[config.mk]
export PLATFORM = sky130hd
export DESIGN_NAME = bit_serializer
export DESIGN_NICKNAME = d
export VERILOG_FILES = /design/src/rtl/seq_logic_pkg.sv /design/src/rtl/piso_shift_reg.sv /design/src/rtl/bit_serializer.sv
export SDC_FILE = /design/constraint.sdc
export NUM_CORES = 1
export LEC_CHECK = 0
export CAP_MARGIN = 10
export CORE_ASPECT_RATIO = 0.9
export CORE_MARGIN = 2
export CORE_UTILIZATION = 35
export CTS_CLUSTER_SIZE = 16
export DETAILED_ROUTE_END_ITERATION = 8
export MAX_ROUTING_LAYER = met4
export SLEW_MARGIN = 20
export SYNTH_ARGS = -nofsm -noshare
export SYNTH_HDL_FRONTEND = slang
export SYNTH_SLANG_ARGS = --single-unit
[constraint.sdc]
create_clock -name clk -period 3.35 [get_ports clk]
set_input_delay 0.8375 -clock clk [delete_from_list [all_inputs] [get_ports clk]]
set_output_delay 0.8375 -clock clk [all_outputs]
set_load 0.01 [all_outputs]
[src/rtl/seq_logic_pkg.sv]
// Shared definitions for the serial front stage that feeds the sequence detector.
//   - state_t : two-state encoding for the serializer FSM (IDLE / SHIFT)
//   - clog2_w : ceil-log2 helper used to size the bit counter
package seq_logic_pkg;

    typedef enum logic {
        S_IDLE  = 1'b0,
        S_SHIFT = 1'b1
    } state_t;

    // Smallest r with 2**r >= n.
    function automatic int clog2_w(input int n);
        int r;
        r = 0;
        while ((1 << r) < n) r++;
        return r;
    endfunction

endpackage

[src/rtl/piso_shift_reg.sv]
// Parallel-in / serial-out shift register.
//   clk   : clock, rising edge
//   rst   : synchronous active-high clear
//   load  : capture din (takes priority over shift)
//   shift : advance one bit toward the serial output
//   din   : parallel word
//   sout  : bit that will be presented next by the owning FSM
module piso_shift_reg #(
    parameter int WIDTH     = 8,
    parameter bit MSB_FIRST = 1'b1
) (
    input  logic             clk,
    input  logic             rst,
    input  logic             load,
    input  logic             shift,
    input  logic [WIDTH-1:0] din,
    output logic             sout
);

    logic [WIDTH-1:0] sr;

    // The first bit of a word is driven straight from din by the owner on the
    // load edge, so the register is loaded already advanced by one position;
    // sout then always holds the bit for the following cycle.
    always_ff @(posedge clk) begin
        if (rst) begin
            sr <= '0;
        end else if (load) begin
            sr <= MSB_FIRST ? (din << 1) : (din >> 1);
        end else if (shift) begin
            sr <= MSB_FIRST ? (sr << 1) : (sr >> 1);
        end
    end

    assign sout = MSB_FIRST ? sr[WIDTH-1] : sr[0];

endmodule

[src/rtl/bit_serializer.sv]
// Parallel-to-serial front stage for the downstream zero/sequence detector.
// Accepts WIDTH-bit words over a valid/ready handshake and emits one bit per
// clock with no gap between back-to-back words; parks x_out at IDLE_BIT when
// no word is in flight.
//   clk       : clock, rising edge
//   rst       : synchronous active-high reset
//   din       : parallel word, captured only on an accept edge
//   din_valid : upstream has a word on din
//   din_ready : a word can be accepted this cycle (from registered state only)
//   x_out     : registered serial bit
//   x_valid   : registered, high while x_out carries a data bit
//   last      : registered, high while x_out carries the final bit of a word
module bit_serializer
    import seq_logic_pkg::*;
#(
    parameter int WIDTH     = 8,
    parameter bit MSB_FIRST = 1'b1,
    parameter bit IDLE_BIT  = 1'b0
) (
    input  logic             clk,
    input  logic             rst,
    input  logic [WIDTH-1:0] din,
    input  logic             din_valid,
    output logic             din_ready,
    output logic             x_out,
    output logic             x_valid,
    output logic             last
);

    localparam int CW = clog2_w(WIDTH);

    state_t        state;
    logic [CW-1:0] cnt;
    logic          accept;
    logic          first_bit;
    logic          next_bit;

    // Ready while idle or while the final bit is on the line, so a new word
    // can follow the current one with no idle cycle.
    assign din_ready = (state == S_IDLE) || last;
    assign accept    = din_valid && din_ready;
    assign first_bit = MSB_FIRST ? din[WIDTH-1] : din[0];

    piso_shift_reg #(
        .WIDTH     (WIDTH),
        .MSB_FIRST (MSB_FIRST)
    ) u_piso (
        .clk   (clk),
        .rst   (rst),
        .load  (accept),
        .shift (state == S_SHIFT),
        .din   (din),
        .sout  (next_bit)
    );

    always_ff @(posedge clk) begin
        if (rst) begin
            state   <= S_IDLE;
            x_out   <= IDLE_BIT;
            x_valid <= 1'b0;
            last    <= 1'b0;
            cnt     <= '0;
        end else if (accept) begin
            state   <= S_SHIFT;
            x_out   <= first_bit;
            x_valid <= 1'b1;
            last    <= 1'b0;
            cnt     <= CW'(WIDTH - 1);
        end else if (state == S_SHIFT) begin
            if (last) begin
                state   <= S_IDLE;
                x_out   <= IDLE_BIT;
                x_valid <= 1'b0;
                last    <= 1'b0;
            end else begin
                x_out <= next_bit;
                cnt   <= cnt - CW'(1);
                // Counter reaches 0 exactly when the WIDTH-th bit goes out;
                // it never decrements past 0 because last ends the word.
                last  <= (cnt == CW'(1));
            end
        end
    end

endmodule
# ---- Word level (Yosys, flattened, before mapping)
# Cells that the tools add are included.
dict set report word_totals {
  input_bits 11
  regBits 14
  elab_cells 32
}
dict set report op_classes {
  addsub 1
  muxes 15
  bitwise 1
  reduce_logical 7
  eq_ne 2
}
# operator n
set op_table {}
lappend op_table {{$mux W8} 2}
lappend op_table {{$mux W1} 10}
lappend op_table {{$mux W3} 3}
lappend op_table {{$reduce_and A2 Y1} 2}
lappend op_table {{$reduce_bool A2 Y1} 2}
lappend op_table {{$eq A3 B1 Y1 const B} 1}
lappend op_table {{$sub A3 B1 Y3 const B} 1}
lappend op_table {{$ne A2 B1 Y1 const B} 1}
lappend op_table {{$reduce_or A2 Y1} 1}
lappend op_table {{$logic_and A1 B1 Y1} 1}
lappend op_table {{$logic_or A1 B1 Y1} 1}
lappend op_table {{$not A1 Y1} 1}

# ---- Logic depth before layout (Yosys ltp)
# Gate-level depths: netlist of run 1.
dict set report logic_depth {
  ltp_word 5
  mapped_depth 6
  mapped_depth_nobuf 4
}

# ---- Cells and area by module
# Synthesis of run 1 repeated with hierarchy kept, for this count alone.
dict set report hier_totals {
  cells_unflattened 66
  area_unflattened_um2 661.9
}
# mod cells_per_inst instances seq_area_each_um2 area_each_um2
set by_module_without_submodules {}
lappend by_module_without_submodules {bit_serializer 36 1 140.1 346.6}
lappend by_module_without_submodules {piso_shift_reg 30 1 140.1 315.3}

# ---- Least setup slack after synthesis of run 1
# OpenSTA, ideal clock, no wires.
dict set report synth_path {
  path_kind {reg-to-output}
  start {register last}
  end {output port din_ready}
  t_arrival_ps 798
  path_stages_with_launch 5
  path_slack_ps 1714
  path_cell_list {dfxtp_1 -> nor2b_1 -> buf_6 -> inv_4 -> buf_8}
}
dict set report synth_via {
  elab_chain_len 1
}
# item line_no
set synth_lines {}
lappend synth_lines {{start, declared} bit_serializer.sv:27} ;# output logic last
lappend synth_lines {{start signal, assigned} bit_serializer.sv:80} ;# last <= (cnt == CW'(1));
lappend synth_lines {{$logic_or A1 B1 Y1} bit_serializer.sv:40} ;# assign din_ready = (state == S_IDLE) || last;
lappend synth_lines {{end, declared} bit_serializer.sv:24} ;# output logic din_ready,
# Every way passes these cells.

# ---- Worst setup path in the final report of run 1
dict set report layout_path {
  start {register state}
  end {output port din_ready}
}
dict set report layout_via {
  elab_chain_len 2
}
# item line_no
set layout_lines {}
lappend layout_lines {{start, declared} bit_serializer.sv:32} ;# state_t state;
lappend layout_lines {{start signal, assigned} bit_serializer.sv:58} ;# state <= S_IDLE;
lappend layout_lines {{start signal, assigned} bit_serializer.sv:64} ;# state <= S_SHIFT;
lappend layout_lines {{start signal, assigned} bit_serializer.sv:71} ;# state <= S_IDLE;
lappend layout_lines {{$not A1 Y1} bit_serializer.sv:40}
lappend layout_lines {{$logic_or A1 B1 Y1} bit_serializer.sv:40}
# Every way passes these cells.

==> impl_metrics.yaml, run 1 <==
outcome:
  status: "complete, no violations"
die:
  die_h_um: 46.0
  core_region_area_mm2: 0.00188
  die_area_mm2: 0.00233
  io_pins: 15
  chipWidth_um: 50.7
  floorplan.initialDensity_pct: 36.6
  num_rows: 15
finish:
  area_growth_pct: 23.5
  fill_cells: 197
  final_nets: 95
  drive_above_1_share_pct: 17.5
  diodes: 0
critical_path:
  cp.arrival_ns: 1.83
  r2r_cells: 5
  critical_path_class: "reg -> out"
  worstSetupEndpointType: "primary output"
  crit_path_start_kind: "register"
  crit_fanout: 12
  crit_required_ns: 2.51
sta:
  final.setup.tns_ns: 0
  finClkSkew_ns: 0.00734
  setup_ws_ns: 0.684
  finalSetupViolCount: 0
  finalHoldViolations: 0
  slew_headroom_pct: 58.8
  min_period_over_period_pct: 79.6
  worstMarginPinSlew_ns: 0.616
  rsz0062_at_grt: "no"
  drv_slew: 0
  clock.fmax_mhz: 375
  min_period_ns: 2.67
cts:
  cts_buffer_depth: 2
  hold_buffers: 0
  worstSkewPairLatency_ns: 0.27
  htreeDepth: 1
  cts_setup_buffers: 0
  cts_buffers: 3
  clock-root-buffer: "clkbuf_4"
  cts.repair.resized: 0
  clk_pin_slew_ns: 0.08
  clock-sinks: 14
  cts_tree: "yes"
min_path:
  hold_depth: 2
  hold_class: "reg -> reg"
route:
  drtIter0Drc: 1
  vias: 531
  firstDrtPassIters: 3
  drc: 0
  ant_nets: 0
  drt_wl_total_um: 1250
  wire_per_inst_um: 11.9
  vias_per_cell: 5.06
global_route:
  grt_pass1_vias: 517
  grtUsageTotal_pct: 13.2
  grt_max_degree: 15
  overflow: 0
  grt_pass1_wl_um: 2150
  antenna_found_initial: 0
run:
  max_cap_viol_count: 0
placed_design:
  port_buffers: 14
  dp_slack_ns: 0.969
  dp_hpwl_um: 893
  gp_congestion: 0.713
logic_synthesis:
  synth-seq-cells: 14
  syn_inst: 67
  ys_seq_area_share_pct: 40.8
  synth_cell_type_count: 25
  syn_area_um2: 687
  yosysWarningCount: 0
  syn_nets: 80
  syn_avg_cell_area_um2: 10.3
power_and_ir_drop:
  peakVddDrop_uv: 168
  p_leak_uw: 0.000316
  total_power_uw: 353
  p_per_area_mw_per_mm2: 417
-- synth_stat cells --
| cell type | instances | area share, % |
|---|---|---|
| ha_1 | 2 | 3.6 |
| buf_8 | 1 | 2.2 |
| nor2b_1 | 1 | 0.91 |
| buf_6 | 1 | 1.6 |
| a21oi_2 | 1 | 1.3 |
| clkbuf_1 | 1 | 0.55 |
| nor2_1 | 8 | 4.4 |
| nor3_1 | 4 | 2.9 |
| a311oi_1 | 1 | 1.3 |
| mux2i_1 | 7 | 10 |
| buf_2 | 2 | 1.5 |
| nor4_1 | 1 | 0.91 |
| nand2_2 | 1 | 0.91 |
| a31oi_1 | 2 | 1.8 |
| a32oi_1 | 1 | 1.3 |
| dfxtp_1 | 14 | 41 |
| nor3b_1 | 2 | 2.2 |
| a221oi_2 | 6 | 13 |
| inv_4 | 1 | 0.91 |
| or2_1 | 1 | 0.91 |
| a21oi_1 | 2 | 1.5 |
| inv_2 | 1 | 0.55 |
| inv_1 | 3 | 1.6 |
| a211oi_1 | 2 | 2.2 |
| and3_1 | 1 | 0.91 |
-- cell usage in the layout, fill, tap and decap left out --
cell	Yosys	routed
a211oi_1	2	2
a21oi_1	2	2
a21oi_2	1	1
a221oi_2	6	6
a311oi_1	1	1
a31oi_1	2	2
a32oi_1	1	1
and3_1	1	1
buf_4	0	1
clkbuf_4	0	3
clkdlybuf4s50_1	0	14
dfxtp_1	14	14
ha_1	2	2
inv_1	3	3
inv_2	1	1
inv_4	1	1
mux2i_1	7	7
nand2_2	1	1
nor2_1	8	8
nor2b_1	1	1
nor3_1	4	4
nor3b_1	2	2
nor4_1	1	1
or2_1	1	1
-- worst max-delay path: stages (launching register included) --
cell and delay (ns):
dfxtp_1 0.61, nor2b_1 0.19, buf_4 0.17, inv_4 0.10
clkdlybuf4s50_1 0.49
-- power breakdown --
group	leakage, uW	internal [uW]	switching [uW]
sequential	0.000116	181	11.1
combinational	0.000186	38.8	33.8
clock	0.0000138	41.5	47.6
-- cell type report --
type                    instances  area, um^2  share of cell area, %
inverters                       5        21.3                   2.51
repair buffers                 15         148                   17.4
flip-flops and latches         14         280                   33.0
clock buffers                   3        22.5                   2.65
well taps                      25        31.3                   3.69
multi-input cells              43         345                   40.7
-- worst paths after layout --
| path | slack, ns | from | to |
|---|---|---|---|
| max | 0.68 | state | din_ready |
| min | 0.50 | x_valid | x_valid |
| max reg2reg | 1.83 | state | u_piso.sr[4] |
| min reg2reg | 0.50 | x_valid | x_valid |
-- sequential cells by signal, indices dropped and copies added, names as in the netlist --
signal / flops
cnt: 3
x_out: 1
x_valid: 1
u_piso.sr: 7
state: 1
last: 1
-- per-layer routing --
metal / part of all wire [%] / vias up / track usage [%] / wire length (um)
met3: 3.1 / 2 / 2.96 / 38
li1: - / 271 / - / -
met4: 2.2 / 0 / 9.73 / 27
met1: 47 / 249 / 14.4 / 582
met5: 0 / - / - / 0
met2: 48 / 9 / 21.3 / 596
-- cell families after synthesis --
family | synth area share [%]
simple gates | 14.0
compound gates | 22.4
flops | 40.8
buf+inv | 8.92
mux | 10.2
fa+ha+maj | 3.64
-- through the flow --
step / cell area (um^2) / util [%] / cells / hold WS [ns]
floorplan: 687 / - / 67 / 0.471
global placement: 826 / 44.0 / 102 / 0.498
detailed placement: 826 / 44.0 / 102 / 0.494
CTS: 848 / 45.2 / 105 / 0.505
global route: 848 / 45.2 / 105 / 0.545
finish: 848 / 45.2 / 105 / 0.505
Note: power is estimated with default switching activity, not from simulation.
==> run 2: changes to the inputs <==
clock period = 2.55 ns   (was 3.35 ns; I/O delays follow)
==> impl_metrics.yaml, run 2 (synthesized netlist as in run 1, its figures left out) <==
outcome:
  status: "complete, no violations"
cts:
  cts_setup_buffers: 0
  cts_tree: "yes"
  clock-sinks: 14
  cts_buffer_depth: 2
  worstSkewPairLatency_ns: 0.27
  cts.repair.resized: 0
  clock-root-buffer: "clkbuf_4"
  htreeDepth: 1
  cts_buffers: 3
  hold_buffers: 0
  clk_pin_slew_ns: 0.08
sta:
  worstMarginPinSlew_ns: 0.645
  slew_headroom_pct: 56.8
  min_period_over_period_pct: 84.8
  drv_slew: 0
  clock.fmax_mhz: 462
  min_period_ns: 2.16
  finClkSkew_ns: 0.00585
  rsz0062_at_grt: "no"
  finalSetupViolCount: 0
  final.setup.tns_ns: 0
  finalHoldViolations: 0
global_route:
  grt_pass1_vias: 535
  grt_max_degree: 15
  grt_pass1_wl_um: 2350
  grtUsageTotal_pct: 14.3
  overflow: 0
  antenna_found_initial: 0
route:
  vias_per_cell: 5.13
  firstDrtPassIters: 4
  wire_per_inst_um: 13.0
  vias: 544
  drt_wl_total_um: 1370
  drc: 0
  drtIter0Drc: 13
  ant_nets: 0
finish:
  drive_above_1_share_pct: 18.5
  final_nets: 96
  design_area_um2: 856
  diodes: 0
  most-common-layout-cells: "14 x dfxtp_1, 14 x clkdlybuf4s50_1, 8 x nor2_1"
  top_regs: "u_piso.sr (7), cnt (3)"
  largest_reg_flops: 7
  area_growth_pct: 24.6
  regMostFlops: "u_piso.sr"
critical_path:
  worstSetupEndpointType: "primary output"
  crit_fanout: 12
  crit_path_start_kind: "register"
  crit_chain: "nor2b_1 -> inv_4 -> clkdlybuf4s50_1"
  critPathMaxStageDelay_ns: 0.57
  slowest_stage: "clkdlybuf4s50_1"
  critical_path_class: "reg -> out"
  crit_required_ns: 1.91
  cp.arrival_ns: 1.53
die:
  io_pins: 15
  floorplan.initialDensity_pct: 36.6
  die_h_um: 46.0
  core_region_area_mm2: 0.00188
  die_area_mm2: 0.00233
  chipWidth_um: 50.7
  num_rows: 15
run:
  max_cap_viol_count: 0
power_and_ir_drop:
  p_per_area_mw_per_mm2: 551
  p_leak_uw: 0.000321
  peakVddDrop_uv: 237
placed_design:
  gp_congestion: 0.683
  dp_hpwl_um: 952
  placed_cell_area_um2: 833
  port_buffers: 14
min_path:
  hold_class: "reg -> reg"
## run 2: changes by cell type in the layout (fill, tap and decap cells not counted), sizes merged
cell	previous run	this run
buf	1	2
## run 2: worst paths after layout
path | start | to | slack, ns | depth (start not counted)
worst max-delay path | last | din_ready | 0.39 | 3
worst min-delay path | x_valid | x_valid | 0.51 | 2
worst max register to register | last | u_piso.sr[5] | 1.32 | 4
worst min register to register | x_valid | x_valid | 0.51 | 2
## run 2: worst max-delay path: cells and delay by family (launching register included)
kind / cells / cell delay [ns]
and+or+nand+nor: 1 / 0.11
DFF: 1 / 0.41
buffers and inverters: 2 / 0.74
## run 2: cell type report
cell class	count	area, um^2
timing repair buffer	16	155
inverter	5	21.3
sequential	14	280
fill	183	1020
multi-input combinational	43	345
tap	25	31.3
clock buffer	3	22.5
## run 2: report_power, final
group,internal [uW],switching (uW)
logic,52.2,49.3
registers,237,11.8
clock network,54.6,66.7
## run 2: layer usage
layer | up-vias | track usage, % | routed length [um]
li1 | 272 | - | -
met1 | 263 | 17.3 | 682
met2 | 7 | 22.1 | 627
met3 | 2 | 3.29 | 43
met4 | 0 | 8.11 | 20
met5 | - | - | 0
## run 2: stage by stage
step / cells / total power (uW) / setup slack, ns / hold WS, ns / utilization [%]
final: 106 / 472 / 0.387 / 0.511 / 45.6
after global routing: 106 / 499 / 0.315 / 0.550 / 45.6
after CTS: 106 / 479 / 0.374 / 0.514 / 45.6
after detailed placement: 103 / 357 / 0.524 / 0.502 / 44.4
after global placement: 103 / 354 / 0.551 / 0.493 / 44.4
after floorplan: 67 / 322 / 1.11 / 0.471 / -
